[config.mk]
export PLATFORM = sky130hd
export DESIGN_NAME = ps2_host_tx_flat
export DESIGN_NICKNAME = d
export VERILOG_FILES = /design/src/rtl/ps2_host_tx_if.sv /design/src/rtl/ps2_host_tx.sv /design/src/flat_wrapper.sv
export SDC_FILE = /design/constraint.sdc
export NUM_CORES = 1
export LEC_CHECK = 0
export CAP_MARGIN = 20
export CORE_MARGIN = 3
export CORE_UTILIZATION = 60
export DETAILED_ROUTE_END_ITERATION = 16
export PLACE_DENSITY = 0.86
export SETUP_SLACK_MARGIN = 0.5
export SYNTH_ARGS = -nofsm -noshare
export SYNTH_HDL_FRONTEND = slang
export SYNTH_SLANG_ARGS = --single-unit
export TNS_END_PERCENT = 20
[constraint.sdc]
create_clock -name sys_clk_i -period 4.8 [get_ports sys_clk_i]
set_clock_uncertainty 0.1 [all_clocks]
set_input_delay 0.48 -clock sys_clk_i [delete_from_list [all_inputs] [get_ports sys_clk_i]]
set_output_delay 0.48 -clock sys_clk_i [all_outputs]
set_load 0.005 [all_outputs]
[src/rtl/ps2_host_tx_if.sv]
// Data-bus port of the PS/2 host transmitter: one 16-bit register at $FFFE.
interface ps2_host_tx_if;
  logic [15:0] dat_dat_i;
  logic [15:0] dat_dat_o;
  logic        dat_we_i;
  logic        dat_cyc_i;
  logic        dat_stb_i;
  logic        dat_ack_o;

  modport master (
    output dat_dat_i, dat_we_i, dat_cyc_i, dat_stb_i,
    input  dat_dat_o, dat_ack_o
  );

  modport slave (
    input  dat_dat_i, dat_we_i, dat_cyc_i, dat_stb_i,
    output dat_dat_o, dat_ack_o
  );
endinterface

[src/rtl/ps2_host_tx.sv]
// PS/2 host-to-device transmitter with a single status/command register.
// A CPU write in IDLE launches inhibit -> request-to-send -> 11-edge frame;
// reads report {busy, nack, timeout, overrun, 4'b0, last byte}.
module ps2_host_tx #(
  parameter int unsigned INHIBIT_CYCLES = 2500,
  parameter int unsigned START_TIMEOUT  = 375000,
  parameter int unsigned FRAME_TIMEOUT  = 50000
) (
  input  logic         sys_clk_i,
  input  logic         sys_rst_i,
  ps2_host_tx_if.slave bus,
  input  logic         ps2c_i,
  input  logic         ps2d_i,
  output logic         ps2c_oe_o,
  output logic         ps2d_oe_o
);

  localparam logic [2:0] IDLE     = 3'd0;
  localparam logic [2:0] INHIBIT  = 3'd1;
  localparam logic [2:0] REQ      = 3'd2;
  localparam logic [2:0] WAIT_CLK = 3'd3;
  localparam logic [2:0] SHIFT    = 3'd4;
  localparam logic [2:0] ACK      = 3'd5;
  localparam logic [2:0] DRAIN    = 3'd6;
  localparam logic [2:0] ERR_TO   = 3'd7;

  localparam logic [18:0] INH_LAST   = 19'(INHIBIT_CYCLES - 1);
  localparam logic [18:0] START_LAST = 19'(START_TIMEOUT - 1);
  localparam logic [18:0] FRAME_LAST = 19'(FRAME_TIMEOUT - 1);

  logic [2:0]  state;
  logic [18:0] timer;
  logic [18:0] timer_inc;
  logic [3:0]  bitcount;
  logic [7:0]  data;
  logic        par;
  logic        err_nack;
  logic        err_timeout;
  logic        overrun;
  logic        ack;
  logic        drain_seen;
  logic        c_s1, c_sync, c_prev;
  logic        d_s1, d_sync;
  logic        fall;
  logic        wr;
  logic        busy;
  logic        unused_hi;

  assign fall      = c_prev & ~c_sync;
  assign wr        = bus.dat_cyc_i & bus.dat_stb_i & bus.dat_we_i & ~ack;
  assign busy      = (state != IDLE);
  assign unused_hi = ^bus.dat_dat_i[15:8];

  assign bus.dat_ack_o = ack;
  assign bus.dat_dat_o = {busy, err_nack, err_timeout, overrun, 4'b0000, data};

  // Saturating increment shared by the inhibit, start and frame timers.
  always_comb begin
    timer_inc = (timer == '1) ? timer : timer + 19'd1;
  end

  // Two-flop synchronizers on both lines plus a delayed copy of the clock for edge detection.
  always_ff @(posedge sys_clk_i or negedge sys_rst_i) begin
    if (!sys_rst_i) begin
      c_s1   <= 1'b1;
      c_sync <= 1'b1;
      c_prev <= 1'b1;
      d_s1   <= 1'b1;
      d_sync <= 1'b1;
    end else begin
      c_s1   <= ps2c_i;
      c_sync <= c_s1;
      c_prev <= c_sync;
      d_s1   <= ps2d_i;
      d_sync <= d_s1;
    end
  end

  // Bus acknowledge, command latch and the host-to-device frame sequencer.
  always_ff @(posedge sys_clk_i or negedge sys_rst_i) begin
    if (!sys_rst_i) begin
      state       <= IDLE;
      timer       <= '0;
      bitcount    <= '0;
      data        <= '0;
      par         <= 1'b0;
      err_nack    <= 1'b0;
      err_timeout <= 1'b0;
      overrun     <= 1'b0;
      ack         <= 1'b0;
      drain_seen  <= 1'b0;
      ps2c_oe_o   <= 1'b0;
      ps2d_oe_o   <= 1'b0;
    end else begin
      ack <= bus.dat_cyc_i & bus.dat_stb_i & ~ack;
      if (wr && busy) overrun <= 1'b1;

      case (state)
        IDLE: begin
          ps2c_oe_o <= 1'b0;
          ps2d_oe_o <= 1'b0;
          if (wr) begin
            data        <= bus.dat_dat_i[7:0];
            par         <= ~^bus.dat_dat_i[7:0];
            err_nack    <= 1'b0;
            err_timeout <= 1'b0;
            overrun     <= 1'b0;
            timer       <= '0;
            ps2c_oe_o   <= 1'b1;
            state       <= INHIBIT;
          end
        end
        INHIBIT: begin
          if (timer >= INH_LAST) begin
            ps2d_oe_o <= 1'b1;
            state     <= REQ;
          end else begin
            timer <= timer_inc;
          end
        end
        REQ: begin
          ps2c_oe_o <= 1'b0;
          timer     <= '0;
          state     <= WAIT_CLK;
        end
        WAIT_CLK: begin
          if (fall) begin
            ps2d_oe_o <= ~data[0];
            bitcount  <= 4'd1;
            timer     <= '0;
            state     <= SHIFT;
          end else if (timer >= START_LAST) begin
            ps2c_oe_o   <= 1'b0;
            ps2d_oe_o   <= 1'b0;
            err_timeout <= 1'b1;
            state       <= ERR_TO;
          end else begin
            timer <= timer_inc;
          end
        end
        SHIFT: begin
          timer <= timer_inc;
          if (fall) begin
            bitcount <= bitcount + 4'd1;
            if (bitcount < 4'd8) begin
              ps2d_oe_o <= ~data[bitcount[2:0]];
            end else if (bitcount == 4'd8) begin
              ps2d_oe_o <= ~par;
            end else begin
              ps2d_oe_o <= 1'b0;
              state     <= ACK;
            end
          end else if (timer >= FRAME_LAST) begin
            ps2c_oe_o   <= 1'b0;
            ps2d_oe_o   <= 1'b0;
            err_timeout <= 1'b1;
            state       <= ERR_TO;
          end
        end
        ACK: begin
          timer <= timer_inc;
          if (fall) begin
            err_nack   <= d_sync;
            bitcount   <= 4'd11;
            drain_seen <= 1'b0;
            state      <= DRAIN;
          end else if (timer >= FRAME_LAST) begin
            err_timeout <= 1'b1;
            state       <= ERR_TO;
          end
        end
        DRAIN: begin
          timer <= timer_inc;
          if (c_sync && d_sync && drain_seen) begin
            state <= IDLE;
          end else if (timer >= FRAME_LAST) begin
            err_timeout <= 1'b1;
            state       <= ERR_TO;
          end else begin
            drain_seen <= c_sync & d_sync;
          end
        end
        ERR_TO: begin
          ps2c_oe_o <= 1'b0;
          ps2d_oe_o <= 1'b0;
          state     <= IDLE;
        end
        default: state <= IDLE;
      endcase
    end
  end

endmodule

[src/flat_wrapper.sv]
// flat-port wrapper written by rule: the top's interface ports become plain ports
module ps2_host_tx_flat 
#(
  parameter int unsigned INHIBIT_CYCLES = 2500,
  parameter int unsigned START_TIMEOUT  = 375000,
  parameter int unsigned FRAME_TIMEOUT  = 50000
)
  (sys_clk_i, sys_rst_i, ps2c_i, ps2d_i, ps2c_oe_o, ps2d_oe_o, bus_dat_dat_i, bus_dat_we_i, bus_dat_cyc_i, bus_dat_stb_i, bus_dat_dat_o, bus_dat_ack_o);
  ps2_host_tx_if bus_i ();
  input  logic sys_clk_i;
  input  logic sys_rst_i;
  input  logic ps2c_i;
  input  logic ps2d_i;
  output logic ps2c_oe_o;
  output logic ps2d_oe_o;
  input wire logic [$bits(bus_i.dat_dat_i)-1:0] bus_dat_dat_i;
  input wire logic [$bits(bus_i.dat_we_i)-1:0] bus_dat_we_i;
  input wire logic [$bits(bus_i.dat_cyc_i)-1:0] bus_dat_cyc_i;
  input wire logic [$bits(bus_i.dat_stb_i)-1:0] bus_dat_stb_i;
  output wire logic [$bits(bus_i.dat_dat_o)-1:0] bus_dat_dat_o;
  output wire logic [$bits(bus_i.dat_ack_o)-1:0] bus_dat_ack_o;
  assign bus_i.dat_dat_i = bus_dat_dat_i;
  assign bus_i.dat_we_i = bus_dat_we_i;
  assign bus_i.dat_cyc_i = bus_dat_cyc_i;
  assign bus_i.dat_stb_i = bus_dat_stb_i;
  assign bus_dat_dat_o = bus_i.dat_dat_o;
  assign bus_dat_ack_o = bus_i.dat_ack_o;
  ps2_host_tx #(.INHIBIT_CYCLES(INHIBIT_CYCLES), .START_TIMEOUT(START_TIMEOUT), .FRAME_TIMEOUT(FRAME_TIMEOUT)) u_core (.sys_clk_i(sys_clk_i), .sys_rst_i(sys_rst_i), .bus(bus_i), .ps2c_i(ps2c_i), .ps2d_i(ps2d_i), .ps2c_oe_o(ps2c_oe_o), .ps2d_oe_o(ps2d_oe_o));
endmodule
==> results of run 1 <==
==> path summary, 6_finish.rpt <==
path	from	to	slack (ns)
worst max-delay path	u_core.c_prev	u_core.timer[18]	2.09
worst min-delay path	sys_rst_i	u_core.timer[0]	0.06
worst max register to register	u_core.c_prev	u_core.timer[18]	2.09
worst min register to register	u_core.c_s1	u_core.c_sync	0.26
max in group asynchronous	sys_rst_i	u_core.c_prev	3.94
min in group sys_clk_i	u_core.c_s1	u_core.c_sync	0.26
==> flip-flops by register name, summed over array words and instances (netlist names), 3 cells and up, named ones only <==
register         cells
u_core.timer        19
u_core.data          8
u_core.bitcount      4
u_core.state         3
==> per-stage QoR <==
step	hold slack (ns)	setup WS, ns	cells	total power [mW]
CTS	0.2626	2.123	420	1.620
floorplan	0.08441	2.811	344	1.174
global placement	0.2463	2.191	412	1.339
global route	0.08312	1.880	421	1.760
finish	0.06348	2.093	421	1.632
detailed placement	0.2487	2.080	412	1.371
==> layer usage <==
layer	track usage, %	wire length [µm]
met3	5.161	528
met5	0	0
met1	34.83	3216
met2	38.18	3268
met4	7.692	100
==> logic make-up (layout without fill, tap and decap cells) <==
group,Yosys count,after routing,share of synthesized area [%]
DFF,47,47,37.72
muxes,14,14,5.629
buffers and inverters,35,45,7.305
adders and majority gates,3,3,1.198
xor gates and xnor gates,7,7,1.956
AOI/OAI and AO/OA,93,93,21.00
and+or+nand+nor,141,141,25.07
other,1,4,0.1196
==> worst max-delay path: stages (launching register included) <==
cell and delay [ns]:
dfstp_2 0.54, nor2b_1 0.62, o21ai_0 0.15, o21ai_0 0.23, and2_0 0.77, nor2_1 0.14
==> power breakdown <==
group | internal (mW) | switching [mW] | total [mW]
combinational | 0.348 | 0.384 | 0.732
clock | 0.106 | 0.143 | 0.248
sequential | 0.493 | 0.159 | 0.652
total | 0.947 | 0.686 | 1.63
==> cells in the final DEF, fill, tap and decap left out, types with 3 or more instances in the layout <==
cell type / instances
a21oi_1: 22
a31oi_1: 5
and2_1: 5
and3_1: 3
and4_1: 4
clkbuf_8: 5
clkdlybuf4s50_1: 28
conb_1: 4
dfrtp_1: 42
dfstp_2: 5
ha_1: 3
inv_1: 6
mux2_2: 8
mux2i_1: 3
nand2_1: 29
nand2b_1: 5
nand3_1: 19
nand4_1: 7
nor2_1: 26
nor3_1: 4
nor3b_1: 3
nor4_1: 7
o21a_1: 6
o21ai_0: 13
o21ai_1: 4
o31ai_1: 13
or3_1: 4
or4_1: 11
xnor2_1: 6
==> cell type report <==
class / count / area [µm²]
Tap cell: 67 / 83.83
Fill cell: 382 / 1445
Multi-Input combinational cell: 262 / 1734
Inverter: 6 / 22.52
Sequential cell: 47 / 1182
Timing Repair Buffer: 31 / 320.3
Clock inverter: 3 / 22.52
Clock buffer: 5 / 68.82
==> results by group, run 1 <==
Synthesis
  – Area leader, netlist: dfrtp_1
  – Yosys reg bits: 47
  – Cell with the most instances after synthesis: dfrtp_1
  – Top cells by count, synth: dfrtp_1, nand2_1, nor2_1
  – Top cell type's share of synthesized area: 33.53%
  – Synth top area cells: dfrtp_1, dfstp_2, a21oi_1
  – Mapped Cells: 341
  – Synth Flop Type: dfrtp_1
  – Syn Std Cell Area: 3134 µm²
  – Post-synth ARST share: 100.0%
  – Yosys warnings: 0
  – Sequential area share after synthesis: 37.72%
  – Distinct cells, synth: 70
  – Syn Area/Cell: 9.191 µm²
  – EDFF count, synth: 0

Timing
  – Achievable frequency: 0.3694 GHz
  – Setup TNS: 0 ns
  – Endpoints failing setup: 0
  – Fin. max-slew vios: 0
  – Worst Tran Pin Value: 0.8724 ns
  – Slew headroom: 41.81%
  – Tmin final: 2.707 ns
  – RSZ-0062 raised after global routing: no
  – Final Hold Viols: 0
  – Fin crit share: 56.40%

Worst setup path
  – WS Path Type: register to register
  – Req. time, crit path: 4.85 ns
  – Worst endpoint data arrival time: 2.76 ns
  – CP Max Fanout: 14
  – Reg2reg path depth: 5
  – Worst Setup End Kind: register
  – Crit start category: register

Cells and area
  – Fin area: 3435 µm²
  – Post-Route Utilization: 70.38%
  – Antenna Cells: 0
  – Area delta synth->final: 9.581%
  – # nets final: 379
  – Share of cells above drive strength 1: 10.17%

Routing
  – Pre-Repair DR Iteration Count: 4
  – Drt initial violations: 305
  – Drt wl/cell: 16.90 µm
  – Vias per Instance: 6.641
  – DR vias: 2,796
  – # DRC: 0
  – Final wirelength: 7114 µm
  – Final ANT Viol Nets: 0

Global route
  – Largest net degree at the start of global routing: 48
  – Vias in the first global route: 2,604
  – Initial antenna violation count: 0
  – Total GRT Usage: 24.66%
  – Grt total ovfl: 0
  – Global-route wire length before repair: 12,240 µm

Clock network
  – # clock sinks: 47
  – Clk Tree Root Cell: clkbuf_8
  – Post_cts resized: 0
  – Clock-pin slew on the worst setup and hold paths: 0.09 ns
  – CTS tree: built
  – Total setup buffers inserted after CTS: 0
  – H-tree level count: 2
  – Clk Latency, worst-skew pair: 0.30 ns
  – Buffers from clock root to sink, at most: 2
  – CTS buffer count: 5
  – Post-cts hold buffer count: 0

Floorplanning
  – Core area: 4880 µm²
  – Rows: 25
  – Initial Util: 64.23%
  – Die height: 78.28 µm
  – # IOs: 42
  – Die area: 6127 µm²
  – Die W: 78.28 µm

Power and ir drop
  – Static leakage: 1.303 nW
  – Power density over the cells: 475.3 nW/µm²
  – Worst IR Drop VDD: 318.1 µV

Status
  – Status: completed

Place
  – Final Wtd Congestion: 0.9867
  – Dpl hpwl: 4956 µm
  – Placement Cell Area: 3316 µm²
  – PortBufs: 29

Min path
  – Hold/Removal Path Class: input pin to asynchronous set/reset pin

Job
  – Max cap viols: 0
Power figures use the tool's default switching activity.
==> inputs of run 2 (changes only) <==
- CORE_UTILIZATION: 60 -> 50
- PLACE_DENSITY: 0.86 -> 0.77
- clock period: 4.8 -> 2.3 ns (I/O delays scaled with it)
==> results by group, run 2 (synthesis results as in run 1) <==
Place
  – Post-Place Cells: 458 (was 412)
  – PortBufs: 29 (unchanged)
  – Final Wtd Congestion: 0.9107 (was 0.9867)
  – Dpl hpwl: 5788 µm (was 4956 µm)

Global route
  – Total GRT Usage: 23.06% (was 24.66%)
  – Initial antenna violation count: 0 (unchanged)
  – Largest net degree at the start of global routing: 34 (was 48)
  – Vias in the first global route: 2,777 (was 2,604)
  – Grt total ovfl: 0 (unchanged)
  – Global-route wire length before repair: 13,460 µm (was 12,240 µm)

Routing
  – Vias per Instance: 6.318 (was 6.641)
  – Final ANT Viol Nets: 0 (unchanged)
  – Drt wl/cell: 18.46 µm (was 16.90 µm)
  – Drt initial violations: 428 (was 305)
  – Pre-Repair DR Iteration Count: 6 (was 4)
  – DR vias: 3,077 (was 2,796)
  – Final wirelength: 8992 µm (was 7114 µm)
  – # DRC: 0 (unchanged)

Job
  – Max cap viols: 0 (unchanged)

Cells and area
  – Max reg flops: 19 (unchanged)
  – Fin cells: 487 (was 421)
  – Commonest non-fill, non-tap cell in the layout: buf_4 (was dfrtp_1)
  – Fillers: 438 (was 382)
  – Antenna Cells: 0 (unchanged)
  – # nets final: 437 (was 379)
  – Largest registers: u_core.timer x19, u_core.data x8, u_core.bitcount x4 (unchanged)
  – Share of cells above drive strength 1: 33.25% (was 10.17%)
  – Most frequent cells in the layout: buf_4, dfrtp_1, clkdlybuf4s50_1, nand2_1, nor2_1 (was dfrtp_1, nand2_1, clkdlybuf4s50_1, nor2_1, a21oi_1)
  – Largest Register: u_core.timer (unchanged)
  – Area delta synth->final: 33.81% (was 9.581%)

Clock network
  – Clk Latency, worst-skew pair: 0.31 ns (was 0.30 ns)
  – CTS buffer count: 5 (unchanged)
  – CTS tree: built (unchanged)
  – H-tree level count: 2 (unchanged)
  – Clk Tree Root Cell: clkbuf_8 (unchanged)
  – # clock sinks: 47 (unchanged)
  – Clock-pin slew on the worst setup and hold paths: 0.10 ns (was 0.09 ns)
  – Buffers from clock root to sink, at most: 2 (unchanged)

Power and ir drop
  – Pwr Total: 4.166 mW (was 1.632 mW)
  – Power density over the cells: 993.3 nW/µm² (was 475.3 nW/µm²)
  – Static leakage: 1.647 nW (was 1.303 nW)
  – Worst IR Drop VDD: 666.8 µV (was 318.1 µV)

Worst setup path
  – Crit start category: register (unchanged)
  – Worst endpoint data arrival time: 2.32 ns (was 2.76 ns)
  – Req. time, crit path: 2.44 ns (was 4.85 ns)
  – CP Max Fanout: 11 (was 14)
  – Max incr delay on CP: 0.50 ns (was 0.77 ns)
  – Critical path buffers and inverters: 0 (unchanged)
  – Worst Setup End Kind: register (unchanged)
  – WS Path Type: register to register (unchanged)
  – Slowest cell on crit path: or4_4 (was and2_0)
  – CP cell instances: nor4_1 -> and4b_1 -> a31o_4 -> nand2_4 -> or4_4 -> a21oi_2 (was nor2b_1 -> o21ai_0 -> o21ai_0 -> and2_0 -> nor2_1)
  – CP delay by family, top: simple AND/OR/NAND/NOR gates (unchanged)

Floorplanning
  – Initial Util: 52.32% (was 64.23%)
  – Die area: 7255 µm² (was 6127 µm²)
  – Die W: 85.18 µm (was 78.28 µm)
  – # IOs: 42 (unchanged)
  – Rows: 28 (was 25)
  – Die height: 85.18 µm (was 78.28 µm)
  – Core area: 5991 µm² (was 4880 µm²)

Timing
  – Final Hold Viols: 0 (unchanged)
  – Fin crit share: 94.83% (was 56.40%)
  – Fin. max-slew vios: 0 (unchanged)
  – RSZ-0062 raised after global routing: yes (was no)
  – Slew headroom: 56.40% (was 41.81%)
  – Endpoints failing setup: 0 (unchanged)
  – Achievable frequency: 0.4585 GHz (was 0.3694 GHz)
  – Setup TNS: 0 ns (unchanged)
  – Tmin final: 2.181 ns (was 2.707 ns)
  – Worst Tran Pin Value: 0.6540 ns (was 0.8724 ns)

Status
  – Status: completed (unchanged)

Min path
  – Hold/Removal Path Class: input pin to register (was input pin to asynchronous set/reset pin)
-- run 2: where the power goes --
| group | internal (mW) | switching (mW) |
|---|---|---|
| Sequential | 1.03 | 0.204 |
| Clock | 0.330 | 0.316 |
| Combinational | 1.11 | 1.18 |
-- run 2: path summary, 6_finish.rpt --
kind,startpoint,end,slack (ns),cells past startpoint
max in group asynchronous,sys_rst_i,u_core.timer[9],1.09,3
min,ps2c_i,u_core.c_s1,0.21,1
max reg2reg,u_core.timer[16],u_core.timer[13],0.12,6
max,u_core.timer[16],u_core.timer[13],0.12,6
min in group asynchronous,sys_rst_i,u_core.state[0],0.38,2
min reg2reg,u_core.c_s1,u_core.c_sync,0.26,0
-- run 2: cell type report --
cell class              count  area, µm²  area share (%)
flip-flops and latches     47       1189           28.34
clock inverters             3      47.55           1.134
repair buffers             89      780.7           18.62
inverters                   6      22.52          0.5370
multi-input cells         262       1992           47.49
well taps                  75      93.84           2.237
clock buffers               5      68.82           1.641
-- run 2: routing by layer --
layer	wire (µm)	track usage, %	part of all wire, %	up-vias
met5	0	0	0	-
met4	206	5.612	2.3	0
met3	628	3.689	7.0	26
met2	4383	37.01	49	145
met1	3775	32.74	42	1497
li1	-	-	-	1409
-- run 2: timing repair --
item	CTS	global route
endpoints found under the setup margin	38	39
pin swaps	10	17
setup buffers	10	10
gates resized for setup	11	50
hold endpoints to repair	23	0
hold buffers	1	0
-- run 2: stage by stage --
| step | util (%) | instance area (µm²) | setup WS (ns) | hold WS [ns] |
|---|---|---|---|---|
| finish | 70.01 | 4194 | 0.1188 | 0.2146 |
| global route | 70.01 | 4194 | 0.05041 | 0.2143 |
| CTS | 64.97 | 3892 | 0.1394 | 0.2091 |
| detailed placement | 60.67 | 3635 | -0.1749 | 0.1956 |
| global placement | 60.67 | 3635 | -0.07095 | 0.1872 |
| floorplan | - | 3162 | 0.3549 | -0.1656 |
